==> src/rtl/wishbone_mem_responder.sv <==
// Pipelined Wishbone B4 slave holding the board tile RAM, with a clear engine that stalls the bus while it runs.
// Optional macro WB_MEM_RESPONDER_ERR_EN: answers out-of-range requests with wb_err_o instead of wb_ack_o.
module wishbone_mem_responder #(
  parameter int DATA_W = 8,
  parameter int ADDR_W = 8,
  parameter int MEM_WORDS = 240,
  parameter int ACK_LAT = 1,
  parameter logic [DATA_W-1:0] CLEAR_VAL = '0
) (
  input  logic              clk,
  input  logic              rst,
  input  logic              wb_cyc_i,
  input  logic              wb_stb_i,
  input  logic              wb_we_i,
  input  logic [ADDR_W-1:0] wb_adr_i,
  input  logic [DATA_W-1:0] wb_dat_i,
  output logic [DATA_W-1:0] wb_dat_o,
  output logic              wb_ack_o,
  output logic              wb_stall_o,
  input  logic              clear_start,
  output logic              clear_busy
`ifdef WB_MEM_RESPONDER_ERR_EN
  ,
  output logic              wb_err_o
`endif
);

  localparam int CNT_W = (MEM_WORDS > 1) ? $clog2(MEM_WORDS) : 1;

  typedef enum logic {IDLE, CLEAR} state_t;

  state_t            state;
  logic [CNT_W-1:0]  clr_cnt;
  logic [DATA_W-1:0] mem [MEM_WORDS];
  logic [DATA_W-1:0] ram_q;
  logic [DATA_W-1:0] dat0;
  logic [DATA_W-1:0] dat_last;
  logic [ACK_LAT-1:0] ack_p;
  logic              acc;
  logic              in_range;
  logic              resp_ok;
  logic              rd0;
  logic [CNT_W-1:0]  idx;

  assign acc      = wb_cyc_i & wb_stb_i & ~wb_stall_o;
  assign in_range = {1'b0, wb_adr_i} < (ADDR_W+1)'(MEM_WORDS);
  assign idx      = wb_adr_i[CNT_W-1:0];

`ifdef WB_MEM_RESPONDER_ERR_EN
  logic [ACK_LAT-1:0] err_p;
  assign resp_ok  = in_range;
  assign wb_err_o = err_p[ACK_LAT-1];
`else
  assign resp_ok  = 1'b1;
`endif

  always_ff @(posedge clk or posedge rst) begin
    if (rst) begin
      state      <= IDLE;
      clr_cnt    <= '0;
      wb_stall_o <= 1'b0;
      clear_busy <= 1'b0;
    end else begin
      case (state)
        IDLE: begin
          if (clear_start) begin
            state      <= CLEAR;
            wb_stall_o <= 1'b1;
            clear_busy <= 1'b1;
          end
        end
        CLEAR: begin
          if (clr_cnt == CNT_W'(MEM_WORDS - 1)) begin
            clr_cnt    <= '0;
            state      <= IDLE;
            wb_stall_o <= 1'b0;
            clear_busy <= 1'b0;
          end else begin
            clr_cnt <= clr_cnt + 1'b1;
          end
        end
        default: state <= IDLE;
      endcase
    end
  end

  // No request is accepted while clearing, so the clear engine owns the single write port then.
  always_ff @(posedge clk) begin
    if (state == CLEAR) begin
      mem[clr_cnt] <= CLEAR_VAL;
    end else if (acc && wb_we_i && in_range) begin
      mem[idx] <= wb_dat_i;
    end
    if (acc && !wb_we_i && in_range) begin
      ram_q <= mem[idx];
    end
  end

  always_ff @(posedge clk or posedge rst) begin
    if (rst) begin
      ack_p <= '0;
      rd0   <= 1'b0;
`ifdef WB_MEM_RESPONDER_ERR_EN
      err_p <= '0;
`endif
    end else if (!wb_cyc_i) begin
      ack_p <= '0;
      rd0   <= 1'b0;
`ifdef WB_MEM_RESPONDER_ERR_EN
      err_p <= '0;
`endif
    end else begin
      for (int i = ACK_LAT - 1; i > 0; i--) begin
        ack_p[i] <= ack_p[i-1];
      end
      ack_p[0] <= acc & resp_ok;
      rd0      <= acc & ~wb_we_i & in_range;
`ifdef WB_MEM_RESPONDER_ERR_EN
      for (int i = ACK_LAT - 1; i > 0; i--) begin
        err_p[i] <= err_p[i-1];
      end
      err_p[0] <= acc & ~in_range;
`endif
    end
  end

  // First stage data comes straight from the RAM output register; later stages only delay it.
  assign dat0 = rd0 ? ram_q : '0;

  if (ACK_LAT == 1) begin : g_lat1
    assign dat_last = dat0;
  end else begin : g_latn
    logic [DATA_W-1:0] dly [ACK_LAT-1];
    always_ff @(posedge clk or posedge rst) begin
      if (rst || !wb_cyc_i) begin
        for (int i = 0; i < ACK_LAT - 1; i++) dly[i] <= '0;
      end else begin
        dly[0] <= dat0;
        for (int i = 1; i < ACK_LAT - 1; i++) dly[i] <= dly[i-1];
      end
    end
    assign dat_last = dly[ACK_LAT-2];
  end

  assign wb_ack_o = ack_p[ACK_LAT-1];
  assign wb_dat_o = dat_last;

endmodule

==> config.mk <==
export PLATFORM = sky130hd
export DESIGN_NAME = wishbone_mem_responder
export DESIGN_NICKNAME = d
export VERILOG_FILES = /design/src/rtl/wishbone_mem_responder.sv
export SDC_FILE = /design/constraint.sdc
export NUM_CORES = 2
export LEC_CHECK = 0
export ABC_AREA = 1
export CORE_ASPECT_RATIO = 0.8
export CORE_MARGIN = 2
export CORE_UTILIZATION = 50
export DETAILED_ROUTE_END_ITERATION = 7
export PLACE_DENSITY = 0.71
export SYNTH_ARGS = -nofsm -noshare
export SYNTH_HDL_FRONTEND = slang
export SYNTH_SLANG_ARGS = --single-unit
==> constraint.sdc <==
create_clock -name clk -period 15.51 [get_ports clk]
set_input_delay 3.102 -clock clk [delete_from_list [all_inputs] [get_ports clk]]
set_output_delay 3.102 -clock clk [all_outputs]
set_load 0.02 [all_outputs]
==> results.cfg <==
[synth]
syn-num-nets = 7169
synth_top_area_cell = edfxtp_1
synth_area_mm2 = 0.0804
synth.most_common_cell = nand2_1
synth-seq-area-share = 0.724
synth-edff-count = 1928
yosys.area.top_type_share = 0.720
ys_async_sr_fraction = 0.00619
ys_warn_count = 0
yosysUniqueCellTypes = 31
ys_ff_latch = 1940
synthTopCellsByCount = nand2_1 (2127), edfxtp_1 (1928), nand3_1 (1213)
synth_area_leaders = edfxtp_1 (72%), nand2_1 (9.9%), nand3_1 (7.5%)
synthFlopType = edfxtp_1
syn_avg_cell_area_um2 = 11.3
synthCells = 7146

[clock_tree]
cts_tree = yes
post_cts_buffers = 0
cts_sinks = 1940
clockRootBuffer = clkbuf_16
cts_resized = 0
numCtsBuffers = 178
cts.path.max_buffers = 3
cts.clk_slew.worst_paths_ps = 60
clock_latency_ps = 820
hold_buffers = 0
h-tree-depth = 4

[outcome]
outcome = finished with violations
violations = DRC

[die]
io_pins = 33
initial_core_util = 0.504
die_width_um = 452
row_count = 131
die_h_um = 363
die_area_mm2 = 0.164
core_area_mm2 = 0.160

[placed_design]
hpwl_um = 123000
io_buffer_count = 32
dp_cells = 8925
globalplace.congestion = 0.938

[global_route]
antenna_found_initial = 7
grt_max_degree = 205
track_usage = 0.262
grt_overflow = 0
grt_pass1_wl_um = 325000
first_global_vias = 50800

[finish]
syn2layout_area_growth_pct = 9.42
nets = 7000
multiInputGateArea_mm2 = 0.0192
fin_util = 0.551
fillers = 13100
drive_gt1_frac = 0.0558
stdcell_count = 9259
regArea_mm2 = 0.0582

[drt]
drt-initial-drc-count = 8250
vias = 54000
routed_wl_um = 217000
first_pass_iters = 8
avgViaCountPerCell = 5.83
wl_per_cell_um = 23.4
drc_errors = 2
antenna_left = 0

[timing]
fmax_mhz = 140
fin_skew_ps = 29.3
fin_crit_ps = 7150
maxSlewHeadroom = 0.142
fin_crit_sh = 0.461
finalSetupViolations = 0
worstMarginPinSlew_ps = 1280
final_max_slew_viol_count = 0
rsz0062_at_grt = false
hold_slack_ps = 575
hold_viol_final = 0
finalSetupTns_ps = 0

[critical_path]
critPathArrivalTime_ps = 7580
reg2reg_slack_ps = 10700
crit_path_end_kind = register
crit_fanout = 25
crit_required_ps = 15940
startpoint_type = input pin
critPathKind = input pin to register

[power]
ir_drop_uv = 104
power_leakage_nw = 30.3
power_density_mw_per_mm2 = 121

[flow_run]
maxCapViolations = 0

[worst_hold_path]
hp-class = register to register
[cell type report]
cell class                 count  share of cell area
inverter                     304              0.0133
tap                         2128              0.0303
antenna                        3           0.0000853
multi-input combinational   4452               0.218
timing repair buffer         101              0.0112
sequential                  1940               0.661
clock inverter               110              0.0113
clock buffer                 221              0.0545
[power by group]
| part | total [mW] | internal [mW] | switching, mW |
|---|---|---|---|
| registers | 5.67 | 5.67 | 0.00138 |
| logic | 0.545 | 0.142 | 0.403 |
| clock network | 4.39 | 2.44 | 1.95 |
| total | 10.6 | 8.25 | 2.36 |
[cell usage in the layout (no fill, tap or decap), types with 34 or more instances in the layout]
cell       count
a21oi_1       34
buf_4         59
clkbuf_16    183
clkinv_1      34
clkinv_2      37
edfxtp_1    1928
inv_1        292
nand2_1     2121
nand3_1     1213
nor2_1       701
o211ai_1      74
o21ai_0      251
[cells by family after synthesis]
family,after synthesis,synth area share
DFF,1940,0.724
AOI/OAI and AO/OA,367,0.0255
xor gates and xnor gates,2,0.000218
buffers and inverters,754,0.0387
and+or+nand+nor,4082,0.212
adders and majority gates,1,0.000156
[stage by stage]
step	instance area, um^2	worst slack (ps)	power, mW
3_5_place_dp	82200	7630	6.32
5_1_grt	88000	8070	10.9
2_1_floorplan	80400	4870	6.14
3_3_place_gp	82200	7690	6.31
4_1_cts	88000	8500	10.6
6_report	88000	8360	10.6
[layer usage]
layer / track usage / wire, um / vias up
met1: 0.378 / 87500 / 26100
met4: 0.0936 / 7720 / 6
met5: 0 / 39 / -
li1: - / - / 24200
met2: 0.387 / 96100 / 3157
met3: 0.0646 / 25600 / 432
[worst max-delay path, stage by stage]
cell and delay [ps]:
clkdlybuf4s50_1 740, nand2_1 120, inv_2 440, nand2_2 180, nand3_4 470, nand2_1 90, o21ai_1 340, nand2_1 240
nor2_1 300, nand2_1 400, buf_4 400, nor2_1 730
[final timing paths]
| kind | start | end | cells after the start |
|---|---|---|---|
| max | wb_adr_i[5] | mem[7][3] | 12 |
| min | clr_cnt[1] | clr_cnt[1] | 2 |
| max reg2reg | clear_busy | mem[7][3] | 8 |
| min reg2reg | clr_cnt[1] | clr_cnt[1] | 2 |
| max in group asynchronous | rst | clr_cnt[3] | 2 |
| min in group asynchronous | rst | clr_cnt[0] | 2 |
[flip-flops by register name, summed over array words and instances, names as in the netlist]
name / flops
mem: 1920
clr_cnt: 8
ram_q: 8
clear_busy: 1
rd0: 1
state: 1
wb_ack_o: 1
Power figures use the tool's default switching activity.
